==> src/rtl/uart_bus_master.sv <==
// uart_bus_master
//   Serial-to-register-bus bridge. Receives 8N1 command frames from a host
//   and issues single-cycle write/read strobes on the peripheral register bus.
//   The reply goes back on tx_o: 'K' after a write, the four read-data bytes
//   (MSB first) after a read, or 'E' for an unknown opcode.
//   Frames: 'W'(0x57) AH AL D3 D2 D1 D0  |  'R'(0x52) AH AL ; addr = {AH[3:0],AL}
// Ports
//   pclk_i, prst_ni     clock (rising edge), asynchronous active-low reset
//   rx_i / tx_o         serial from / to host, idle high
//   paddr_o, pwdata_o   bus address / write data, held until the next command
//   pwrite_o, pread_o   one-cycle bus strobes
//   prdata_i            read data, valid READ_LAT cycles after pread_o
//   busy_o              first command byte accepted .. last reply stop bit done
//   err_o               one-cycle pulse: framing error, bad opcode or timeout
// Configuration macro
//   UART_BUS_TIMEOUT_EN  abort a command idle for TIMEOUT_BITS bit-times
module uart_bus_master #(
  parameter int unsigned CLKS_PER_BIT = 868,
  parameter int unsigned READ_LAT     = 1,
  parameter int unsigned TIMEOUT_BITS = 40
) (
  input  logic        pclk_i,
  input  logic        prst_ni,
  input  logic        rx_i,
  output logic        tx_o,
  output logic [11:0] paddr_o,
  output logic [31:0] pwdata_o,
  output logic        pwrite_o,
  output logic        pread_o,
  input  logic [31:0] prdata_i,
  output logic        busy_o,
  output logic        err_o
);
  localparam int unsigned CW = $clog2(CLKS_PER_BIT);
  localparam logic [CW-1:0] BIT_END  = CW'(CLKS_PER_BIT - 1);
  localparam logic [CW-1:0] HALF_END = CW'(CLKS_PER_BIT / 2 - 1);
  localparam logic [7:0]    LAT_END  = 8'(READ_LAT - 1);
  localparam logic [7:0]    OP_WR    = 8'h57;
  localparam logic [7:0]    OP_RD    = 8'h52;
  localparam logic [7:0]    RSP_ACK  = 8'h4B;
  localparam logic [7:0]    RSP_ERR  = 8'h45;

  typedef enum logic [1:0] {RX_IDLE, RX_START, RX_DATA, RX_STOP} rx_state_t;
  typedef enum logic [2:0] {IDLE, ADDR, WDATA, BUS_WR, BUS_RD, RD_WAIT, RESP} state_t;

  rx_state_t     rx_state;
  logic          rx_meta, rx_sync, rx_prev;
  logic [CW-1:0] rx_cnt;
  logic [2:0]    rx_bit;
  logic [7:0]    rx_sh, rx_byte;
  logic          rx_vld, rx_ferr;

  logic          tx_active, tx_ld, tx_done;
  logic [CW-1:0] tx_cnt;
  logic [3:0]    tx_left;
  logic [8:0]    tx_sh;
  logic [7:0]    tx_byte;

  state_t        state;
  logic          is_wr, tmo_hit;
  logic [2:0]    byte_cnt;
  logic [3:0]    addr_hi;
  logic [11:0]   addr_q;
  logic [23:0]   wdata_q;
  logic [31:0]   resp_buf;
  logic [1:0]    resp_left;
  logic [7:0]    lat_cnt;

  // Receiver: start is re-checked at mid-bit, data sampled at mid-bit.
  always_ff @(posedge pclk_i or negedge prst_ni) begin
    if (!prst_ni) begin
      rx_meta  <= 1'b1;
      rx_sync  <= 1'b1;
      rx_prev  <= 1'b1;
      rx_state <= RX_IDLE;
      rx_cnt   <= '0;
      rx_bit   <= '0;
      rx_sh    <= '0;
      rx_byte  <= '0;
      rx_vld   <= 1'b0;
      rx_ferr  <= 1'b0;
    end else begin
      rx_meta <= rx_i;
      rx_sync <= rx_meta;
      rx_prev <= rx_sync;
      rx_vld  <= 1'b0;
      rx_ferr <= 1'b0;
      case (rx_state)
        RX_IDLE:
          if (rx_prev && !rx_sync) begin
            rx_state <= RX_START;
            rx_cnt   <= '0;
          end
        RX_START:
          if (rx_cnt == HALF_END) begin
            rx_cnt   <= '0;
            rx_bit   <= '0;
            rx_state <= rx_sync ? RX_IDLE : RX_DATA;
          end else rx_cnt <= rx_cnt + 1'b1;
        RX_DATA:
          if (rx_cnt == BIT_END) begin
            rx_cnt <= '0;
            rx_sh  <= {rx_sync, rx_sh[7:1]};
            rx_bit <= rx_bit + 1'b1;
            if (rx_bit == 3'd7) rx_state <= RX_STOP;
          end else rx_cnt <= rx_cnt + 1'b1;
        RX_STOP:
          if (rx_cnt == BIT_END) begin
            rx_cnt   <= '0;
            rx_state <= RX_IDLE;
            if (rx_sync) begin
              rx_vld  <= 1'b1;
              rx_byte <= rx_sh;
            end else rx_ferr <= 1'b1;
          end else rx_cnt <= rx_cnt + 1'b1;
        default: rx_state <= RX_IDLE;
      endcase
    end
  end

  // Transmitter: a load in the last cycle of a stop bit chains the next
  // start bit with no idle gap.
  assign tx_done = tx_active && (tx_cnt == BIT_END) && (tx_left == 4'd0);

  always_ff @(posedge pclk_i or negedge prst_ni) begin
    if (!prst_ni) begin
      tx_o      <= 1'b1;
      tx_active <= 1'b0;
      tx_cnt    <= '0;
      tx_left   <= '0;
      tx_sh     <= '1;
    end else if (tx_ld) begin
      tx_o      <= 1'b0;
      tx_sh     <= {1'b1, tx_byte};
      tx_cnt    <= '0;
      tx_left   <= 4'd9;
      tx_active <= 1'b1;
    end else if (tx_active) begin
      if (tx_cnt == BIT_END) begin
        tx_cnt <= '0;
        if (tx_left == 4'd0) tx_active <= 1'b0;
        else begin
          tx_o    <= tx_sh[0];
          tx_sh   <= {1'b1, tx_sh[8:1]};
          tx_left <= tx_left - 1'b1;
        end
      end else tx_cnt <= tx_cnt + 1'b1;
    end
  end

  // Reply bytes are launched combinationally from the FSM state so the start
  // bit lands one cycle after the bus strobe / read capture.
  always_comb begin
    tx_ld   = 1'b0;
    tx_byte = '0;
    case (state)
      IDLE:
        if (rx_vld && rx_byte != OP_WR && rx_byte != OP_RD) begin
          tx_ld   = 1'b1;
          tx_byte = RSP_ERR;
        end
      BUS_WR: begin
        tx_ld   = 1'b1;
        tx_byte = RSP_ACK;
      end
      RD_WAIT:
        if (lat_cnt == LAT_END) begin
          tx_ld   = 1'b1;
          tx_byte = prdata_i[31:24];
        end
      RESP:
        if (tx_done && resp_left != 2'd0) begin
          tx_ld   = 1'b1;
          tx_byte = resp_buf[31:24];
        end
      default: ;
    endcase
  end

`ifdef UART_BUS_TIMEOUT_EN
  localparam int unsigned TW = $clog2(TIMEOUT_BITS + 1);
  logic [CW-1:0] tmo_clk;
  logic [TW-1:0] tmo_bits;

  always_ff @(posedge pclk_i or negedge prst_ni) begin
    if (!prst_ni) begin
      tmo_clk  <= '0;
      tmo_bits <= '0;
    end else if ((state == ADDR || state == WDATA) && !rx_vld) begin
      if (tmo_clk == BIT_END) begin
        tmo_clk  <= '0;
        tmo_bits <= tmo_bits + 1'b1;
      end else tmo_clk <= tmo_clk + 1'b1;
    end else begin
      tmo_clk  <= '0;
      tmo_bits <= '0;
    end
  end

  assign tmo_hit = (tmo_bits == TW'(TIMEOUT_BITS));
`else
  assign tmo_hit = 1'b0;
`endif

  always_ff @(posedge pclk_i or negedge prst_ni) begin
    if (!prst_ni) begin
      state     <= IDLE;
      is_wr     <= 1'b0;
      byte_cnt  <= '0;
      addr_hi   <= '0;
      addr_q    <= '0;
      wdata_q   <= '0;
      resp_buf  <= '0;
      resp_left <= '0;
      lat_cnt   <= '0;
      paddr_o   <= '0;
      pwdata_o  <= '0;
      pwrite_o  <= 1'b0;
      pread_o   <= 1'b0;
      busy_o    <= 1'b0;
      err_o     <= 1'b0;
    end else begin
      pwrite_o <= 1'b0;
      pread_o  <= 1'b0;
      err_o    <= 1'b0;
      if (rx_ferr && (state == IDLE || state == ADDR || state == WDATA)) begin
        err_o    <= 1'b1;
        state    <= IDLE;
        busy_o   <= 1'b0;
        byte_cnt <= '0;
      end else if (tmo_hit && !rx_vld && (state == ADDR || state == WDATA)) begin
        err_o    <= 1'b1;
        state    <= IDLE;
        busy_o   <= 1'b0;
        byte_cnt <= '0;
      end else begin
        case (state)
          IDLE:
            if (rx_vld) begin
              busy_o   <= 1'b1;
              byte_cnt <= '0;
              is_wr    <= (rx_byte == OP_WR);
              if (rx_byte == OP_WR || rx_byte == OP_RD) state <= ADDR;
              else begin
                err_o     <= 1'b1;
                resp_left <= '0;
                state     <= RESP;
              end
            end
          ADDR:
            if (rx_vld) begin
              if (byte_cnt == 3'd0) begin
                addr_hi  <= rx_byte[3:0];
                byte_cnt <= 3'd1;
              end else begin
                byte_cnt <= '0;
                if (is_wr) begin
                  addr_q <= {addr_hi, rx_byte};
                  state  <= WDATA;
                end else begin
                  paddr_o <= {addr_hi, rx_byte};
                  pread_o <= 1'b1;
                  state   <= BUS_RD;
                end
              end
            end
          WDATA:
            if (rx_vld) begin
              wdata_q  <= {wdata_q[15:0], rx_byte};
              byte_cnt <= byte_cnt + 1'b1;
              if (byte_cnt == 3'd3) begin
                paddr_o  <= addr_q;
                pwdata_o <= {wdata_q, rx_byte};
                pwrite_o <= 1'b1;
                state    <= BUS_WR;
              end
            end
          BUS_WR: begin
            resp_left <= '0;
            state     <= RESP;
          end
          BUS_RD: begin
            lat_cnt <= '0;
            state   <= RD_WAIT;
          end
          RD_WAIT:
            if (lat_cnt == LAT_END) begin
              resp_buf  <= {prdata_i[23:0], 8'h00};
              resp_left <= 2'd3;
              state     <= RESP;
            end else lat_cnt <= lat_cnt + 1'b1;
          RESP:
            if (tx_done) begin
              if (resp_left != 2'd0) begin
                resp_buf  <= {resp_buf[23:0], 8'h00};
                resp_left <= resp_left - 1'b1;
              end else begin
                state    <= IDLE;
                busy_o   <= 1'b0;
                byte_cnt <= '0;
              end
            end
          default: state <= IDLE;
        endcase
      end
    end
  end

endmodule

==> config.mk <==
export PLATFORM = sky130hd
export DESIGN_NAME = uart_bus_master
export DESIGN_NICKNAME = d
export VERILOG_FILES = /design/src/rtl/uart_bus_master.sv
export SDC_FILE = /design/constraint.sdc
export NUM_CORES = 1
export LEC_CHECK = 0
export ABC_AREA = 1
export BUFFER_PORTS_ARGS = -buffer_cell sky130_fd_sc_hd__clkbuf_2
export CAP_MARGIN = 20
export CORE_ASPECT_RATIO = 0.8
export CORE_MARGIN = 2
export CORE_UTILIZATION = 50
export DETAILED_ROUTE_END_ITERATION = 16
export GPL_ROUTABILITY_DRIVEN = 0
export PLACE_DENSITY_LB_ADDON = 0.2
export SYNTH_ARGS = -nofsm -noshare
export SYNTH_HDL_FRONTEND = slang
export SYNTH_SLANG_ARGS = --single-unit
==> constraint.sdc <==
create_clock -name pclk_i -period 1.6 [get_ports pclk_i]
set_input_delay 0 -clock pclk_i [delete_from_list [all_inputs] [get_ports pclk_i]]
set_output_delay 0 -clock pclk_i [all_outputs]
set_load 0.02 [all_outputs]
==> impl_metrics.tcl <==
set metrics [dict create \
    hold_class "input port to asynchronous set/reset pin" \
    drt_pre_antenna_iters 5 \
    drt-initial-drc-count 573 \
    synth_area_leaders "dfrtp_1 (50%), nand2_1 (15%), o21ai_0 (6.0%)" \
    clk_latency_ps 440 \
    ant_nets 0 \
    setup_ws_ps -385 \
    hold_viol 0 \
    ir_worst_vdd_v 0.000642 \
    finalPower_w 0.0104 \
    syn_to_final_growth_pct 43.3 \
    final_layout_size_suffix_gt1_frac 0.333 \
    grt_first_pass_wirelength_um 39600 \
    io_pins 84 \
    cts_tree "built" \
    synth-async-reset-ratio 1.00 \
    skew_ps 11.1 \
    synth_nets 1123 \
    core_area_um2 17400 \
    worst_ep_required_time_ps 1980 \
    cts_buffers 17 \
    dr_total_vias 8321 \
    worstPathArrival_ps 2360 \
    grt_max_degree 52 \
    port_buffers 83 \
    die_x_um 153 \
    yosys_warnings 0 \
    timing.hold.ws_ps 87.7 \
    p_seq_frac 0.479 \
    status "finished with violations" \
    hpwlAfterDp_um 14300 \
    cp-end-kind "flop" \
    grt_setup_unrepaired "yes" \
    yosysUniqueCellTypes 40 \
    p_leak_nw 6.33 \
    grt_overflow 0 \
    synth_edf_count 0 \
    final-seq-area_um2 4750 \
    synth-main-ff-cell "dfrtp_1" \
    period_share 1.24 \
    finalCriticalPeriod_ps 1980 \
    grt_usage 0.262 \
    vias_per_cell 5.23 \
    synthCells 1076 \
    maxCapViolCount 0 \
    clock_path_buffers 2 \
    stdcell_count 1592 \
    htreeDepth 4 \
    critPathLaunchType "flop" \
    chipHeight_um 123 \
    wl_um 24800 \
    start_util 0.510 \
    avgSynthCellArea_um2 8.24 \
    antenna_found_initial 0 \
    grt_pass1_vias 8212 \
    clock_power_share 0.439 \
    clock_sinks 189 \
    max_freq_ghz 0.504 \
    synth-seq-cells 189 \
    dieArea_um2 18800 \
    crit_path_max_fanout 4 \
    cts-root-buf "clkbuf_16" \
    violations "negative setup slack" \
    power.density_nw_per_um2 814 \
    ys_seq_area_frac 0.535 \
    worstSetupPathType "flop to flop" \
    worstMarginPinSlew_ps 454 \
    place_inst 1461 \
    wire_per_inst_um 15.6 \
    nets 1401 \
    p_sw_w 0.00259 \
    clk_pin_slew_ps 70 \
    final_area_um2 12700 \
    relSlewSlack 0.697 \
    placementRows 43 \
    diodes 0 \
    switching_share 0.250 \
    finalSetupViolCount 124 \
    drc 0 \
    nFillCells 1206 \
    multiInputGateArea_um2 4060 \
    synth_top_area_cell "dfrtp_1" \
    synth_top_area_frac 0.499 \
    syn_area_um2 8870 \
    drv_slew 0 \
    placed_area_um2 10400 \
    p_comb_frac 0.082 \
    intPower_w 0.00776 \
]
## area by class of cell
| cell class | instances | share of cell area |
|---|---|---|
| clock inverter | 13 | 0.0143 |
| multi-input combinational | 727 | 0.319 |
| sequential | 189 | 0.373 |
| tap | 225 | 0.0221 |
| timing repair buffer | 295 | 0.199 |
| clock buffer | 19 | 0.0348 |
| inverter | 124 | 0.0374 |
## stage by stage
step	setup slack, ps	TNS [ps]	util
5_1_grt	-454	-43760	0.732
2_1_floorplan	-61.8	-1080	-
3_3_place_gp	-357	-12170	0.596
4_1_cts	-246	-15650	0.708
3_5_place_dp	-476	-16980	0.596
6_report	-385	-30670	0.732
## layout by cell type (no fill, tap or decap), types with 13 or more instances in the layout
cell type | Yosys | final
o21ai_2 | 1 | 22
nor2_1 | 65 | 58
nand3_1 | 42 | 31
nand4_1 | 13 | 13
nand2_2 | 3 | 48
clkbuf_16 | 0 | 18
o21ai_1 | 25 | 61
a21oi_1 | 17 | 14
buf_12 | 0 | 13
inv_1 | 120 | 113
clkbuf_2 | 0 | 82
dfrtp_1 | 177 | 175
dlygate4sd3_1 | 0 | 34
o21ai_0 | 107 | 49
buf_6 | 6 | 32
nand2_1 | 350 | 292
buf_4 | 4 | 125
## Yosys cell counts (2+ instances only)
cell type and instances:
nand2_1 350, dfrtp_1 177, inv_1 120, o21ai_0 107, nor2_1 65, nand3_1 42, o21ai_1 25, nor3_1 19
a21oi_1 17, clkbuf_1 15, nand4_1 13, buf_2 12, dfstp_2 12, ha_1 12, o211ai_1 12, o21a_1 12
xor2_1 11, nand3b_1 7, buf_6 6, nor2_2 5, buf_4 4, o22ai_1 4, inv_2 3, nand2_2 3
nand3_2 3, nor2_4 3, nor3_2 2, o31ai_1 2, or2_2 2
## logic make-up (layout without fill, tap and decap cells)
family / count (synthesis) / count (layout) / share of synthesized area
fa+ha+maj: 12 / 12 / 0.0169
flops: 189 / 189 / 0.535
xor+xnor: 12 / 12 / 0.0118
buf+inv: 162 / 451 / 0.0770
compound gates: 184 / 184 / 0.113
simple gates: 517 / 519 / 0.246
## final timing paths
kind	start	endpoint	slack, ps	cells after the start
setup / recovery	tx_left[0]	state[0]	-380	11
hold / removal	prst_ni	paddr_o[6]	90	2
setup reg to reg	tx_left[0]	state[0]	-380	11
hold reg to reg	rx_meta	rx_sync	360	0
max in group asynchronous	prst_ni	wdata_q[14]	890	3
min in group pclk_i	rx_i	rx_meta	190	2
## state kept, by name, summed over array words and instances (netlist names), 2 cells and up, named ones only
name	flops
paddr_o	12
rx_sh	8
rx_byte	8
tx_cnt	10
resp_left	2
lat_cnt	8
resp_buf	24
tx_left	4
addr_hi	4
byte_cnt	3
wdata_q	24
rx_cnt	10
addr_q	12
pwdata_o	32
state	3
rx_bit	3
tx_sh	8
## worst max-delay path, stage by stage (launching register included)
cell	delay (ps)
dfrtp_1	380
inv_1	70
ha_1	210
nand2_1	70
nor2_1	180
buf_4	190
nand3_4	100
buf_4	150
a21oi_4	210
buf_6	140
nand4_1	100
nand2_1	110
## metal layers
metal / routed length (um) / vias up / GRT usage
li1: - / 3998 / -
met1: 11100 / 4058 / 0.364
met2: 12200 / 219 / 0.429
met3: 1060 / 46 / 0.0431
met4: 463 / 0 / 0.0856
met5: 0 / - / 0
## power groups by stage
stage | registers, W | clock network (W) | logic [W]
6_report | 0.00496 | 0.00455 | 0.000845
3_5_place_dp | 0.00503 | 0 | 0.000691
2_1_floorplan | 0.00500 | 0 | 0.000365
5_1_grt | 0.00497 | 0.00477 | 0.000969
3_3_place_gp | 0.00503 | 0 | 0.000668
4_1_cts | 0.00494 | 0.00455 | 0.000782
## repair_timing
action	in CTS	in global routing
gates cloned	11	4
endpoints found under the setup margin	122	175
gates resized for setup	132	116
pin swaps	27	21
hold buffers	34	0
hold endpoints to repair	212	0
buffers inserted	45	12
Power figures use the tool's default switching activity.
